## src/rtl/jas_pkg.sv

```systemverilog
// Shared types and constants for the move sequencer and its move FIFO.
// A move carries an axis-enable mask plus one 5-word profile parameter set per axis.
package jas_pkg;

    localparam int NUM_PARAMS = 5;

    // Word index of each profile parameter within one axis' parameter set
    localparam int P_N     = 0;
    localparam int P_NN    = 1;
    localparam int P_T0    = 2;
    localparam int P_TNA   = 3;
    localparam int P_DELTA = 4;

    localparam int DEF_AXES = 3;
    localparam int DEF_PW   = 32;

    typedef enum logic [1:0] {
        IDLE    = 2'd0,
        LOAD    = 2'd1,
        RUN     = 2'd2,
        RELEASE = 2'd3
    } seq_state_t;

    typedef struct packed {
        logic [DEF_AXES-1:0]                   mask;
        logic [DEF_AXES*NUM_PARAMS*DEF_PW-1:0] params;
    } move_t;

endpackage

```

## src/rtl/move_fifo.sv

```systemverilog
// Circular move buffer with push/pop/flush and occupancy count.
// The head entry is visible on rd_data so the consumer can capture it on the pop edge.
module move_fifo
    import jas_pkg::*;
#(
    parameter int  DEPTH   = 4,
    parameter type entry_t = move_t
) (
    input  logic                   clk,
    input  logic                   reset,
    input  logic                   push,
    input  logic                   pop,
    input  logic                   flush,
    input  entry_t                 wr_data,
    output entry_t                 rd_data,
    output logic                   full,
    output logic                   empty,
    output logic [$clog2(DEPTH):0] count
);

    localparam int AW = $clog2(DEPTH);
    localparam int CW = AW + 1;

    entry_t          mem_r [DEPTH];
    logic [AW-1:0]   wr_ptr_r;
    logic [AW-1:0]   rd_ptr_r;
    logic [CW-1:0]   count_r;
    logic            push_ok_s;
    logic            pop_ok_s;

    assign full      = (count_r == CW'(DEPTH));
    assign empty     = (count_r == CW'(0));
    assign count     = count_r;
    assign rd_data   = mem_r[rd_ptr_r];
    assign push_ok_s = push && !full;
    assign pop_ok_s  = pop && !empty;

    // Pointer and occupancy bookkeeping; flush drops every stored move
    always_ff @(posedge clk) begin
        if (reset || flush) begin
            wr_ptr_r <= AW'(0);
            rd_ptr_r <= AW'(0);
            count_r  <= CW'(0);
        end else begin
            if (push_ok_s) wr_ptr_r <= wr_ptr_r + AW'(1);
            if (pop_ok_s)  rd_ptr_r <= rd_ptr_r + AW'(1);
            case ({push_ok_s, pop_ok_s})
                2'b10:   count_r <= count_r + CW'(1);
                2'b01:   count_r <= count_r - CW'(1);
                default: count_r <= count_r;
            endcase
        end
    end

    // Entry storage
    always_ff @(posedge clk) begin
        if (push_ok_s) mem_r[wr_ptr_r] <= wr_data;
    end

endmodule

```

## src/rtl/move_sequencer.sv

```systemverilog
// Per-move scheduler: queues multi-axis moves and hands each to the step-profile
// generators, holding start high until every enabled axis reports finish.
module move_sequencer
    import jas_pkg::*;
#(
    parameter int AXES  = 3,
    parameter int DEPTH = 4,
    parameter int PW    = 32
) (
    input  logic                         clk,
    input  logic                         reset,
    input  logic                         cmd_valid,
    output logic                         cmd_ready,
    input  logic [AXES-1:0]              cmd_mask,
    input  logic [AXES*NUM_PARAMS*PW-1:0] cmd_params,
    input  logic                         estop,
    output logic [AXES*NUM_PARAMS*PW-1:0] gen_params,
    output logic [AXES-1:0]              gen_start,
    input  logic [AXES-1:0]              gen_finish,
    output logic                         busy,
    output logic                         move_done,
    output logic                         aborted,
    output logic [$clog2(DEPTH):0]       queue_level,
    output logic [15:0]                  moves_done
);

    localparam int PARW = AXES*NUM_PARAMS*PW;

    typedef struct packed {
        logic [AXES-1:0] mask;
        logic [PARW-1:0] params;
    } move_entry_t;

    seq_state_t           state_r;
    seq_state_t           state_next_s;
    logic [AXES-1:0]      active_mask_r;
    logic [PARW-1:0]      gen_params_r;
    logic [AXES-1:0]      gen_start_r;
    logic                 move_done_r;
    logic                 aborted_r;
    logic [15:0]          moves_done_r;
    logic                 fifo_full_s;
    logic                 fifo_empty_s;
    logic [$clog2(DEPTH):0] fifo_count_s;
    move_entry_t          wr_entry_s;
    move_entry_t          head_s;
    logic                 push_s;
    logic                 pop_s;
    logic                 launch_s;
    logic                 complete_s;
    logic                 all_done_s;

    // estop closes the input so a command offered in the abort cycle is dropped
    assign cmd_ready   = !fifo_full_s && !estop;
    assign push_s      = cmd_valid && cmd_ready;
    assign wr_entry_s  = {cmd_mask, cmd_params};
    assign all_done_s  = &(gen_finish | ~active_mask_r);

    assign gen_params  = gen_params_r;
    assign gen_start   = gen_start_r;
    assign move_done   = move_done_r;
    assign aborted     = aborted_r;
    assign moves_done  = moves_done_r;
    assign queue_level = fifo_count_s;
    assign busy        = (state_r != IDLE) || !fifo_empty_s;

    move_fifo #(
        .DEPTH   (DEPTH),
        .entry_t (move_entry_t)
    ) u_fifo (
        .clk     (clk),
        .reset   (reset),
        .push    (push_s),
        .pop     (pop_s),
        .flush   (estop),
        .wr_data (wr_entry_s),
        .rd_data (head_s),
        .full    (fifo_full_s),
        .empty   (fifo_empty_s),
        .count   (fifo_count_s)
    );

    // State register
    always_ff @(posedge clk) begin
        if (reset) state_r <= IDLE;
        else       state_r <= state_next_s;
    end

    // Next-state and per-edge control strobes; estop overrides every state
    always_comb begin
        state_next_s = state_r;
        pop_s        = 1'b0;
        launch_s     = 1'b0;
        complete_s   = 1'b0;
        if (estop) begin
            state_next_s = IDLE;
        end else begin
            case (state_r)
                IDLE: begin
                    if (!fifo_empty_s) begin
                        pop_s        = 1'b1;
                        state_next_s = LOAD;
                    end else begin
                        state_next_s = IDLE;
                    end
                end
                LOAD: begin
                    // An empty mask has nothing to wait for and completes immediately
                    if (active_mask_r == {AXES{1'b0}}) begin
                        complete_s   = 1'b1;
                        state_next_s = RELEASE;
                    end else begin
                        launch_s     = 1'b1;
                        state_next_s = RUN;
                    end
                end
                RUN: begin
                    if (all_done_s) begin
                        complete_s   = 1'b1;
                        state_next_s = RELEASE;
                    end else begin
                        state_next_s = RUN;
                    end
                end
                RELEASE: state_next_s = IDLE;
                default: state_next_s = IDLE;
            endcase
        end
    end

    // Registered generator interface, status pulses and completion counter
    always_ff @(posedge clk) begin
        if (reset) begin
            active_mask_r <= {AXES{1'b0}};
            gen_params_r  <= {PARW{1'b0}};
            gen_start_r   <= {AXES{1'b0}};
            move_done_r   <= 1'b0;
            aborted_r     <= 1'b0;
            moves_done_r  <= 16'd0;
        end else begin
            move_done_r <= complete_s;
            aborted_r   <= estop;
            if (pop_s) begin
                gen_params_r  <= head_s.params;
                active_mask_r <= head_s.mask;
            end
            if (estop || complete_s) gen_start_r <= {AXES{1'b0}};
            else if (launch_s)       gen_start_r <= active_mask_r;
            if (complete_s) moves_done_r <= moves_done_r + 16'd1;
        end
    end

endmodule
```

## config.mk

```make
export PLATFORM = sky130hd
export DESIGN_NAME = move_sequencer
export DESIGN_NICKNAME = d
export VERILOG_FILES = /design/src/rtl/jas_pkg.sv /design/src/rtl/move_fifo.sv /design/src/rtl/move_sequencer.sv
export SDC_FILE = /design/constraint.sdc
export NUM_CORES = 2
export LEC_CHECK = 0
export ABC_AREA = 1
export BUFFER_PORTS_ARGS = -buffer_cell sky130_fd_sc_hd__buf_2
export CAP_MARGIN = 40
export CORE_MARGIN = 1
export CORE_UTILIZATION = 40
export CTS_CLUSTER_SIZE = 30
export DETAILED_ROUTE_END_ITERATION = 12
export GPL_TIMING_DRIVEN = 0
export PLACE_DENSITY = 0.61
export SETUP_SLACK_MARGIN = 0.1
export SYNTH_ARGS = -nofsm -noshare
export SYNTH_HDL_FRONTEND = slang
export SYNTH_SLANG_ARGS = --single-unit
```

## constraint.sdc

```tcl
create_clock -name clk -period 27.9 [get_ports clk]
set_input_delay 1.395 -clock clk [delete_from_list [all_inputs] [get_ports clk]]
set_output_delay 1.395 -clock clk [all_outputs]
set_load 0.05 [all_outputs]
```

== After elaboration in Yosys (flattened, before gate mapping) ==
Memory sizes are Yosys's and may differ from the RTL's. A register that Yosys moved wholly into a read port is not among the register bits.
Cells that the tools add are included.

* Bits in registers: 30
* RAM bits: 1932
* Input bits: 490
* Output and inout port bits: 506
* Word-level logic and storage cells: 57
* Memories kept: 1

{| class="wikitable"
|+ Memories
! name !! words !! bits a word !! read ports !! clocked after Yosys merged registers in !! write ports !! RTL line !! RTL
|-
| u_fifo.mem_r || 4 || 483 || 1 || 1 || 1 || move_fifo.sv:24 || <nowiki>entry_t mem_r [DEPTH];</nowiki>
|}

* Add/sub/neg operators: 5
* Equality and inequality tests: 6
* Muxes and demuxes: 17
* Bitwise logic cells: 2
* Reduce and logical (&&, ||, !) cells: 18

{| class="wikitable"
|+ Operators with widths
! cell !! number
|-
| $add 16x1->16 const B || 1
|-
| $mux 1 || 14
|-
| $pmux 2 s4 || 1
|-
| $eq 2x2->1 const B || 3
|-
| $logic_not 3->1 || 2
|-
| $pmux 3 s2 || 1
|-
| $add 2x1->2 const B || 2
|-
| $eq 2x1->1 const B || 2
|-
| $logic_and 1x1->1 || 4
|-
| $reduce_bool 2->1 || 2
|-
| $reduce_or 2->1 || 2
|-
| $add 3x1->3 const B || 1
|-
| $eq 3x3->1 const B || 1
|-
| $logic_not 1->1 || 3
|-
| $logic_or 1x1->1 || 3
|-
| $not 3->3 || 1
|-
| $or 3x3->3 || 1
|-
| $reduce_and 3->1 || 1
|-
| $sub 3x1->3 const B || 1
|-
| $logic_not 2->1 || 1
|-
| $pmux 1 s2 || 1
|}

== Longest topological paths before layout ==
* Depth after elaboration: 8
* Gate-level depth with buffers: 12
* Depth with buffers taken out: 10

== Modules after synthesis ==
A second synthesis with hierarchy kept.

* Cell total of the unflattened synthesis: 7055
* Area total of the unflattened synthesis: 89326.9 µm²

{| class="wikitable"
|+ Modules (own cells, without submodules)
! module !! times used !! cells each !! area an instance (µm²) !! seq. area each (µm²)
|-
| move_fifo || 1 || 4742 || 71489.8 || 58195.8
|-
| move_sequencer || 1 || 2313 || 17837.1 || 10129.7
|}

== Worst setup path after synthesis ==
OpenSTA, ideal clock, no wires.

* Path kind: input port to flip-flop
* Start: in estop
* End: mem u_fifo.mem_r[0][0] (netlist name), enable pin
* Arrival: 22.908 ns
* Setup slack: 3.651 ns
* Stages on the path: 4
* Cells stage by stage: clkbuf_1 -> a21oi_1 -> nand2_1 -> nor2_1

* Cells in the longest elaborated chain, start to end: 6

{| class="wikitable"
|+ RTL lines
! element !! RTL line !! RTL
|-
| start: declaration || move_sequencer.sv:16 || <nowiki>input logic estop,</nowiki>
|-
| $logic_not 1->1 || move_sequencer.sv:54 || <nowiki>assign cmd_ready = !fifo_full_s && !estop;</nowiki>
|-
| $logic_and 1x1->1 || move_sequencer.sv:54 ||
|-
| net cmd_ready || move_sequencer.sv:13 || <nowiki>output logic cmd_ready,</nowiki>
|-
| $logic_and 1x1->1 || move_sequencer.sv:55 || <nowiki>assign push_s = cmd_valid && cmd_ready;</nowiki>
|-
| $logic_and 1x1->1 || move_fifo.sv:35 || <nowiki>assign push_ok_s = push && !full;</nowiki>
|-
| $mux 1 || move_fifo.sv:57 || <nowiki>if (push_ok_s) mem_r[wr_ptr_r] <= wr_data;</nowiki>
|-
| $mux 1 (implied by the code) || move_fifo.sv:57 ||
|-
| end: declaration || move_fifo.sv:24 ||
|}

The timed path passes the listed nets, and every way through them passes these cells.

== Worst setup path after layout ==
* Start: in estop
* End: mem u_fifo.mem_r[3][188] (netlist name), enable pin

* Cells in the longest elaborated chain, start to end: 6

{| class="wikitable"
|+ RTL lines
! element !! RTL line
|-
| $logic_not 1->1 || move_sequencer.sv:54
|-
| $logic_and 1x1->1 || move_sequencer.sv:54
|-
| $logic_and 1x1->1 || move_sequencer.sv:55
|-
| $logic_and 1x1->1 || move_fifo.sv:35
|-
| $mux 1 || move_fifo.sv:57
|-
| $mux 1 (implied by the code) || move_fifo.sv:57
|}

Every way passes these cells.

==> impl_results.md <==
* Outcome: completed
* Detail Placement HPWL at a little under 200 mm
* Ranking of synthesized cells by area: edfxtp_1 65%, dfxtp_1 12%, nor2_1 8.3%, o21ai_0 6.8%, o22ai_1 3.4%
* CTS Buf Count at around 240
* Setup TNS at 0 ps
* H-tree depth at 4
* Post-synthesis cell type count at 31
* Pint at between 6 and 7 mW
* Hold slack at 500 ps
* NetSw at about 1.8 mW
* Slowest stage cell, crit path: nor2_4
* Placed standard-cell area at between 0.1 and 0.15 sq mm
* Final GP Congestion at around 0.88
* Final max-slew violation count at 0
* Number of vias per cell at ~5.3
* Avg Cell Area, Syn at about 13 sq um
* Effective utilization at floorplan at 40.2%
* Req. time, crit path at around 28000 ps
* Comb pwr share at between 5 and 6%
* Boundary pin count at around 1000
* HP Start: u_fifo.count[2]$_SDFFE_PP0P_
* Drt wl/cell at approximately 24 microns
* Peak fanout along the critical path at 22
* Core ar. at 0.222 sq mm
* Largest net degree at the start of global routing at 26
* R2R Path End: u_fifo.mem_r[3][188]$_DFFE_PP_
* Slew @ Worst Pin at between 800 and 900 ps
* DRT antenna net count at 0
* Vias in the first global route at ~59000
* Drt pass-1 iters at 6
* Synth async-reset ratio at 0%
* Worst VDD drop at ~0.000069 V
* Top-count cell post-synth: nor2_1
* # DRC at 0
* Slew HR at a little over two fifths
* CTS tree: built
* Gates resized, CTS repair at 0
* Tightest Hold Check Type: flip-flop to flip-flop
* GRT overflow at 0
* Final Core Density at around 49%
* Vias at ~62000
* Period minus WS final at roughly 4300 ps
* Mapped Area at approximately 0.09 sq mm
* CP Class: primary input to flip-flop
* Overall routing resource usage at about a quarter
* CP most frequent cell: buf_12
* Register area share after synthesis at between 70% and 80%
* Warnings, synthesis at 0
* Number of DRC markers in iteration 0 at approximately 5400
* Seq pwr share at around half
* Flops & latches, synth at approximately 2400
* Port Buffers at 995
* Worst-case clock buffer depth at 3
* Routed wire length at between 200 and 300 mm
* Hold Crit Endpoint: u_fifo.count[2]$_SDFFE_PP0P_
* EDFF count, synth at around 1900
* Die span in x at 474 microns
* Cells on worst reg2reg path at 12
* Post-synth top area share at roughly two thirds
* Share of cells above drive strength 1 at between 20% and 30%
* Final nets at just under 9000
* Core Rows at about 170
* RSZ-0062 raised after global routing: no
* CP Data Arrival Time at slightly below 5000 ps
* Die ar. at about 0.23 sq mm
* Crit path largest cell delay at 700 ps
* Sw Share at ~23%
* Dominant cell type by area after synthesis: edfxtp_1
* Power Dens Cells at just over 70 mW/mm^2
* Clk_lat worst skew at roughly 900 ps
* Max Cap Viol at 0
* Layout Skew at around 77 ps
* Critical-path cell list: buf_2, clkbuf_1, a21oi_1, nand2_1, nor2_4, buf_12, buf_12, buf_12, buf_12, buf_12, buf_12, buf_16, buf_12
* Max Fclk at 232 MHz
* Initial antenna violation count at between 150 and 200
* Leak pwr at 39.6 nW
* Critical Path End Type: flip-flop
* Sink Count at 2445
* Post-CTS Hold Buffers at 0
* Top_reg_cell synth: edfxtp_1
* FF-to-FF Start: u_fifo.count[0]$_SDFFE_PP0P_
* Mapped Nets at between 7000 and 8000
* Cell family with most CP delay: buffers and inverters
* Clk pin slew, worst setup/hold paths at roughly 60 ps
* Startpoint Class: primary input
* Root buf cell: clkbuf_16
* Worst Setup SP: estop
* Clock power frac at between 40 and 50%
* Worst Hold Depth at 1
* Number of setup buffers added after CTS at 0
* Count of final setup violators at 0
* Reg2Reg Setup Slack at roughly 24000 ps
* Die Y at 474 microns
* Finished Cell Area at 0.109 sq mm
* First-pass GRT wire length at between 300 and 400 mm
* Cells after Synth at ~7000
* CP bufs+invs at 10
* Commonest cells in the netlist: 1984 x nor2_1, 1932 x edfxtp_1, 1217 x o21ai_0, 513 x dfxtp_1, 483 x o22ai_1
* Final count of hold timing violations at 0
* Final period utilization at 15.4%
* Area Overhead vs Synth at 22.0%
area by class of cell:
type,count,area (sq um)
Multi-Input combinational cell,4048,18500
Clock inverter,109,1180
Antenna cell,104,260
Clock buffer,354,7160
Fill cell,19600,113000
Inverter,53,203
Timing Repair Buffer,1101,7280
Tap cell,2975,3720
Buffer,490,2340
Sequential cell,2445,68300
metrics by stage:
step,power [mW],cells,worst slack (ps)
2_1_floorplan,4.38,7036,3650
3_3_place_gp,4.58,11000,-14960
3_5_place_dp,4.53,11100,22650
4_1_cts,7.84,11600,23600
5_1_grt,8.01,11600,23430
6_report,7.80,11700,23590
state kept, by name, summed over array words and instances, names as in the netlist:
signal and flops:
move_done 1, u_fifo.wr_ptr_r 2, aborted 1, u_fifo.mem_r 1932, u_fifo.count 3, active_mask_r 3
moves_done 16, gen_start 3, u_fifo.rd_ptr_r 2, gen_params 480, state_r 2
placed cells by master (no fill, tap or decap), types with 3 or more instances in the layout:
cell,count
inv_6,7
buf_6,22
nor2_4,4
a21oi_1,12
dfxtp_1,513
o22ai_1,483
clkinv_16,5
inv_8,3
edfxtp_1,1932
diode_2,104
o21ai_0,1217
nand4_1,18
nor2_1,1980
clkinvlp_4,8
o21ai_1,238
clkbuf_2,13
buf_16,32
clkinv_1,11
ha_1,10
clkbuf_16,249
clkbuf_8,53
clkinv_4,4
buf_1,10
buf_2,1129
nand2_1,59
inv_1,48
clkbuf_1,322
nor3_1,3
buf_4,45
bufinv_16,14
buf_12,68
inv_16,6
clkinv_2,52
nand3_1,17
power groups by stage:
stage / Combinational [mW] / Sequential (mW) / Clock [mW]
finish: 0.420 / 4.04 / 3.34
global route: 0.449 / 4.04 / 3.52
CTS: 0.421 / 4.04 / 3.39
detailed placement: 0.420 / 4.11 / 0
global placement: 0.393 / 4.19 / 0
floorplan: 0.123 / 4.25 / 0
how the worst max path moves through the flow:
stage / end / slack, ps / cells after the start
floorplan: u_fifo.mem_r[0][0]$_DFFE_PP_ / 3650 / 4
detailed placement: u_fifo.mem_r[3][196]$_DFFE_PP_ / 22650 / 13
CTS: u_fifo.mem_r[1][196]$_DFFE_PP_ / 23600 / 12
global placement: u_fifo.mem_r[3][232]$_DFFE_PP_ / -14960 / 5
finish: u_fifo.mem_r[3][188]$_DFFE_PP_ / 23590 / 13
global route: u_fifo.mem_r[3][185]$_DFFE_PP_ / 23430 / 13
cell families (layout without fill, tap and decap cells):
kind of cell | count (synthesis) | after routing | synth area share (%)
other | 0 | 104 | 0
AND/OR/NAND/NOR | 2083 | 2083 | 8.85
buffers and inverters | 543 | 2107 | 2.84
AO/OA/AOI/OAI | 1953 | 1953 | 11.6
adder cells (fa/ha/maj) | 11 | 11 | 0.163
flip-flops | 2445 | 2445 | 76.5
XOR/XNOR | 1 | 1 | 0.00981
worst reg2reg max path, cell delays in order (launching register included):
cell and delay, ps:
dfxtp_1 440, nor2_1 100, a21oi_1 190, nand2_1 400, nor2_4 710, buf_12 270, buf_12 220, buf_12 220
buf_12 230, buf_12 220, buf_12 240, buf_16 180, buf_12 190
layer usage:
layer  global-route usage [%]  routed length [microns]  up-vias
met5                        0                      743        -
met4                     13.1                    14000      116
met3                     7.07                    25400      618
met2                     37.6                   131000     2517
met1                     29.7                   108000    30400
li1                         -                        -    28300
(Power assumes the default switching activity.)
